===== src/rtl/rv32_pkg.sv =====
// rtl/rv32_pkg.sv - shared constants and types for the RV32 fetch stage
package rv32_pkg;

    localparam logic [31:0] RESET_PC_DEFAULT = 32'h0000_0000;
    localparam logic [31:0] NOP_ENCODING     = 32'h0000_0013;

    // One fetched instruction paired with the address it came from
    typedef struct packed {
        logic [31:0] pc;
        logic [31:0] instr;
    } fetch_entry_t;

endpackage


===== src/rtl/rv32_fetch_fifo.sv =====
// rtl/rv32_fetch_fifo.sv - two-entry FIFO with synchronous clear
module fetch_fifo #(
    parameter int WIDTH = 32
) (
    input  logic             clk,
    input  logic             rst,
    input  logic             clear,
    input  logic             push,
    input  logic [WIDTH-1:0] push_data,
    input  logic             pop,
    output logic [WIDTH-1:0] head,
    output logic [1:0]       count
);

    logic [WIDTH-1:0] slot [2];
    logic             rd_ptr;
    logic             wr_ptr;
    logic             do_push;
    logic             do_pop;

    // A full FIFO may still accept a push when the head leaves in the same cycle
    assign do_pop  = pop && (count != 2'd0);
    assign do_push = push && ((count != 2'd2) || do_pop);
    assign head    = slot[rd_ptr];

    // Pointer/occupancy update; clear behaves exactly like reset
    always_ff @(posedge clk) begin
        if (rst || clear) begin
            rd_ptr <= 1'b0;
            wr_ptr <= 1'b0;
            count  <= 2'd0;
        end else begin
            if (do_push) begin
                slot[wr_ptr] <= push_data;
                wr_ptr       <= ~wr_ptr;
            end
            if (do_pop) begin
                rd_ptr <= ~rd_ptr;
            end
            case ({do_push, do_pop})
                2'b10:   count <= count + 2'd1;
                2'b01:   count <= count - 2'd1;
                default: count <= count;
            endcase
        end
    end

endmodule


===== src/rtl/rv32_fetch_stage.sv =====
// rtl/rv32_fetch_stage.sv - IF stage: PC, imem request/response pairing, IF/ID register
module rv32_fetch_stage
    import rv32_pkg::*;
#(
    parameter logic [31:0] RESET_PC        = RESET_PC_DEFAULT,
    parameter logic [31:0] NOP_INSTR       = NOP_ENCODING,
    parameter int          MAX_OUTSTANDING = 2
) (
    input  logic        clk,
    input  logic        rst,
    input  logic        stall,
    input  logic        redirect_valid,
    input  logic [31:0] redirect_pc,
    output logic        imem_req_valid,
    input  logic        imem_req_ready,
    output logic [31:0] imem_req_addr,
    input  logic        imem_rsp_valid,
    input  logic [31:0] imem_rsp_data,
    output logic        id_valid,
    output logic [31:0] id_instr,
    output logic [31:0] id_pc
);

    localparam logic [1:0] ST_BOOT  = 2'd0;
    localparam logic [1:0] ST_RUN   = 2'd1;
    localparam logic [1:0] ST_FLUSH = 2'd2;

    logic [1:0]   state;
    logic [1:0]   state_next;
    logic [31:0]  pc;
    // Stale responses are not credited, so several redirects in a row can
    // leave more than two of them in flight; four bits is ample headroom.
    logic [3:0]   drop_cnt;
    logic [3:0]   drop_cnt_next;

    logic [1:0]   tag_count;
    logic [31:0]  tag_head;
    logic [1:0]   fifo_count;
    fetch_entry_t skid_head;
    fetch_entry_t paired;

    logic [2:0]   in_use;
    logic         accept;
    logic         rsp_known;
    logic         rsp_drop;
    logic         rsp_pair;
    logic         load_en;
    logic         skid_pop;
    logic         bypass;
    logic         skid_push;

    assign in_use         = {1'b0, tag_count} + {1'b0, fifo_count};
    assign imem_req_valid = !rst && (state != ST_BOOT) && !redirect_valid
                            && (in_use < 3'(MAX_OUTSTANDING));
    assign imem_req_addr  = pc;
    assign accept         = imem_req_valid && imem_req_ready;

    // A response with nothing outstanding is a protocol error and is ignored
    assign rsp_known = imem_rsp_valid && ((drop_cnt != 4'd0) || (tag_count != 2'd0));
    assign rsp_drop  = imem_rsp_valid && (drop_cnt != 4'd0);
    assign rsp_pair  = imem_rsp_valid && (drop_cnt == 4'd0) && (tag_count != 2'd0);

    assign paired.pc    = tag_head;
    assign paired.instr = imem_rsp_data;

    // Buffered entries are older than anything arriving now, so they go first
    assign load_en   = !stall || !id_valid;
    assign skid_pop  = load_en && (fifo_count != 2'd0);
    assign bypass    = load_en && (fifo_count == 2'd0) && rsp_pair;
    assign skid_push = rsp_pair && !bypass;

    fetch_fifo #(.WIDTH(32)) u_tag_q (
        .clk       (clk),
        .rst       (rst),
        .clear     (redirect_valid),
        .push      (accept),
        .push_data (pc),
        .pop       (rsp_pair),
        .head      (tag_head),
        .count     (tag_count)
    );

    fetch_fifo #(.WIDTH($bits(fetch_entry_t))) u_skid (
        .clk       (clk),
        .rst       (rst),
        .clear     (redirect_valid),
        .push      (skid_push),
        .push_data (paired),
        .pop       (skid_pop),
        .head      (skid_head),
        .count     (fifo_count)
    );

    // Everything still in flight at a redirect is stale, minus a response consumed right now
    always_comb begin
        drop_cnt_next = drop_cnt;
        if (redirect_valid) begin
            drop_cnt_next = drop_cnt + {2'b00, tag_count} - {3'b000, rsp_known};
        end else if (rsp_drop) begin
            drop_cnt_next = drop_cnt - 4'd1;
        end
    end

    // BOOT lasts one cycle; FLUSH is held while stale responses remain
    always_comb begin
        state_next = state;
        case (state)
            ST_BOOT:  state_next = ST_RUN;
            ST_RUN:   if (redirect_valid && (drop_cnt_next != 4'd0)) state_next = ST_FLUSH;
            ST_FLUSH: if (drop_cnt_next == 4'd0) state_next = ST_RUN;
            default:  state_next = ST_BOOT;
        endcase
    end

    // Control state, drop counter and PC
    always_ff @(posedge clk) begin
        if (rst) begin
            state    <= ST_BOOT;
            drop_cnt <= 4'd0;
            pc       <= RESET_PC;
        end else begin
            state    <= state_next;
            drop_cnt <= drop_cnt_next;
            if (redirect_valid) begin
                pc <= {redirect_pc[31:2], 2'b00};
            end else if (accept) begin
                pc <= pc + 32'd4;
            end
        end
    end

    // IF/ID register: flush beats stall, stall holds, otherwise skid head then bypass
    always_ff @(posedge clk) begin
        if (rst) begin
            id_valid <= 1'b0;
            id_instr <= NOP_INSTR;
            id_pc    <= 32'd0;
        end else if (redirect_valid) begin
            id_valid <= 1'b0;
            id_instr <= NOP_INSTR;
        end else if (load_en) begin
            if (fifo_count != 2'd0) begin
                id_valid <= 1'b1;
                id_pc    <= skid_head.pc;
                id_instr <= skid_head.instr;
            end else if (rsp_pair) begin
                id_valid <= 1'b1;
                id_pc    <= paired.pc;
                id_instr <= paired.instr;
            end else begin
                id_valid <= 1'b0;
                id_instr <= NOP_INSTR;
            end
        end
    end

    // Flag responses that arrive with no request outstanding
    always_ff @(posedge clk) begin
        if (!rst) begin
            assert (!(imem_rsp_valid && !rsp_known))
                else $error("rv32_fetch_stage: response with no outstanding request");
        end
    end

endmodule


===== config.mk =====
export PLATFORM = sky130hd
export DESIGN_NAME = rv32_fetch_stage
export DESIGN_NICKNAME = d
export VERILOG_FILES = /design/src/rtl/rv32_pkg.sv /design/src/rtl/rv32_fetch_fifo.sv /design/src/rtl/rv32_fetch_stage.sv
export SDC_FILE = /design/constraint.sdc
export NUM_CORES = 1
export LEC_CHECK = 0
export BUFFER_PORTS_ARGS = -buffer_cell sky130_fd_sc_hd__buf_2
export CORE_ASPECT_RATIO = 0.8
export CORE_UTILIZATION = 60
export DETAILED_ROUTE_END_ITERATION = 12
export GPL_TIMING_DRIVEN = 0
export PLACE_DENSITY_LB_ADDON = 0.25
export SYNTH_ARGS = -nofsm -noshare
export SYNTH_HDL_FRONTEND = slang
export SYNTH_SLANG_ARGS = --single-unit

===== constraint.sdc =====
create_clock -name clk -period 20.9 [get_ports clk]
set_clock_uncertainty 0.2 [all_clocks]
set_input_delay 4.18 -clock clk [delete_from_list [all_inputs] [get_ports clk]]
set_output_delay 4.18 -clock clk [all_outputs]
set_load 0.02 [all_outputs]

==> out/qor.csv <==
metric,value,unit
setup-violations-final,0,
placementRows,45,
drcViolationCount,0,
dp_hpwl,19300,um
min_path_type,reg -> reg,
outcome,finished clean,
min_to,id_pc[9],
ys_seq_area_share,64.9,%
critPathKind,in -> out,
avgSynthCellArea,12.9,sq um
clock_latency,540,ps
grt_pass1_wl,44500,um
nNetsFinal,1214,
period_share,45.1,%
post_cts_buffers,0,
nFillCells,1299,
yosys-top-cells-area,"edfxtp_1 47%, dfxtp_1 18%, mux2_2 5.9%, mux2i_1 3.1%, nand2_1 2.9%",
postRouteAntennaNets,0,
power_density,89.9,nW/um^2
slew_violations,0,
crit_path_end_kind,output pin,
max_cap_violations,0,
htreeDepth,1,
pwr-share-clk,39.2,%
track_usage,27.9,%
final_core_util,73.7,%
pin_count,168,
leakagePower,5.06,nW
place_congestion,0.889,
synth_cells,924,
initialDrtViolationCount,845,
syn-cell-area,11900,sq um
cts_hold_buf,0,
hp-start,id_pc[9],
root_buffer,clkbuf_16,
cts_resized,0,
min_path_cells,2,
viasPerCell,6.04,
grt_max_degree,31,
clock-sinks,293,
grt_pass1_vias,8144,
hold_viol,0,
arrival,5040,ps
num_vias,8527,
clockBufferDepth,3,
synth-seq-cells,293,
multiInputGateArea,3860,sq um
portBuffers,161,
switchingPower,0.000301,W
totalNegativeSetupSlack,0,ps
cts_tree,done,
relSlewSlack,48.0,%
r2r_cells,10,
ys_warn_count,0,
synth_edf_count,184,
synthDistinctLibCells,59,
synth_top_area_cell,edfxtp_1,
antenna_found_initial,0,
regArea,7710,sq um
crit_required,16520,ps
worst_slew_pin_slew,772,ps
cts.reportedPaths.clkPinSlew,60,ps
ys.flop_type,edfxtp_1,
reg2reg_from,u_tag_q.count[0],
drt-total-wl,28200,um
power_frac_comb,10.2,%
cts_buffers,28,
ir_drop,56.9,uV
crit_fanout,7,
switching_share,23.7,%
synth_top_area_share,46.5,%
startpoint_type,primary input,
avgRoutedWirePerCell,20.0,um
dieHeight,128,um
start_util,61.8,%
reg2reg_slack,17400,ps
rsz0062_at_grt,no,
die-area,20400,sq um
core_area,19200,sq um
grt_overflow,0,
drive_gt1_share,27.7,%
die_x,159,um
seq_power_share,50.6,%
async_flop_share,0,%
min_period,9420,ps
p_int,0.000971,W
r2r-end,u_tag_q.count[1],
area_growth,19.1,%
antenna_cells,0,
timing.fmax,106,MHz
drtPass1Iterations,7,
==> power by group through the flow <==
stage | sequential (W) | clock [W] | combinational [W]
finish | 0.000643 | 0.000499 | 0.000130
global route | 0.000645 | 0.000525 | 0.000142
CTS | 0.000643 | 0.000503 | 0.000128
detailed placement | 0.000655 | 0 | 0.000126
global placement | 0.000654 | 0 | 0.000120
floorplan | 0.000656 | 0 | 0.0000816
==> cell usage after synthesis, drive strengths merged (17+ instances only) <==
| cell | number |
|---|---|
| a21oi | 57 |
| a222oi | 29 |
| buf | 24 |
| clkbuf | 36 |
| dfxtp | 109 |
| edfxtp | 184 |
| inv | 17 |
| mux2 | 62 |
| mux2i | 37 |
| nand2 | 93 |
| nand3 | 19 |
| nor2 | 76 |
| o211ai | 36 |
==> through the flow <==
step / power [W] / cell area (sq um) / setup slack [ps] / std cells / hold WS (ps)
detailed placement: 0.000781 / 13200 / 11500 / 1360 / 243
CTS: 0.00127 / 14100 / 11490 / 1412 / 252
floorplan: 0.000737 / 11900 / 11030 / 927 / 243
finish: 0.00127 / 14100 / 11480 / 1412 / 251
global route: 0.00131 / 14100 / 11390 / 1412 / 273
global placement: 0.000774 / 13000 / 8010 / 1346 / 240
==> worst max-delay path: stages <==
cell    delay, ps
buf_2         140
nor2_1        320
and3_1        240
buf_2         170
==> flip-flops by register name, indices dropped and copies added (netlist names), named ones only <==
| register | flops |
|---|---|
| u_tag_q.count | 2 |
| id_valid | 1 |
| u_skid.wr_ptr | 1 |
| u_skid.count | 2 |
| id_instr | 32 |
| u_tag_q.slot | 60 |
| imem_req_addr | 30 |
| drop_cnt | 4 |
| u_skid.rd_ptr | 1 |
| state | 2 |
| u_skid.slot | 124 |
| u_tag_q.rd_ptr | 1 |
| u_tag_q.wr_ptr | 1 |
| id_pc | 30 |
==> kinds of logic (layout without fill, tap and decap cells) <==
family,after synthesis,in the layout,synth area share (%)
AOI/OAI and AO/OA,177,177,10.6
buffers and inverters,78,305,2.87
adders and majority gates,12,12,1.39
muxes,99,99,9.00
and+or+nand+nor,245,245,9.79
DFF,293,293,64.9
other,1,4,0.0316
xor gates and xnor gates,19,19,1.40
==> worst max-delay path by stage <==
stage	start	end	cells after the start
4_1_cts	rst	imem_req_valid	4
3_5_place_dp	rst	imem_req_valid	4
3_3_place_gp	redirect_valid	u_skid.slot[1][58]	5
2_1_floorplan	imem_rsp_valid	u_skid.slot[0][0]	5
5_1_grt	redirect_valid	imem_req_valid	4
6_report	rst	imem_req_valid	4
==> per-layer routing <==
| layer | up-vias | track usage [%] | part of all wire [%] |
|---|---|---|---|
| met5 | - | 0 | 0 |
| met2 | 453 | 45.4 | 47 |
| met3 | 45 | 4.08 | 8.9 |
| li1 | 3926 | - | - |
| met1 | 4103 | 39.6 | 43 |
| met4 | 0 | 7.75 | 1.7 |
==> layout make-up <==
cell class,instances,area share (%)
Multi-Input combinational cell,556,27.3
Timing Repair Buffer,175,6.99
Inverter,18,0.478
Buffer,60,1.93
Clock inverter,9,0.469
Sequential cell,293,54.5
Tap cell,258,2.28
Clock buffer,43,6.07
==> cells in the final DEF, fill, tap and decap left out, drive strengths merged, types with 3 or more instances in the layout <==
master,n
xnor2,12
inv,17
ha,10
o311ai,7
nand2,93
mux2i,37
and3,5
or2,5
mux2,62
a21oi,57
conb,4
a31oi,8
and4,4
a211oi,13
dfxtp,109
nor3,8
clkbuf,79
edfxtp,184
or3,6
buf,199
and2,4
nand3,19
o211ai,36
clkinv,9
xor2,7
nor2,76
a222oi,29
o21ai,10
a32oi,4
nand4,14
o31ai,3
nor4,4
Note: power is estimated with default switching activity, not from simulation.
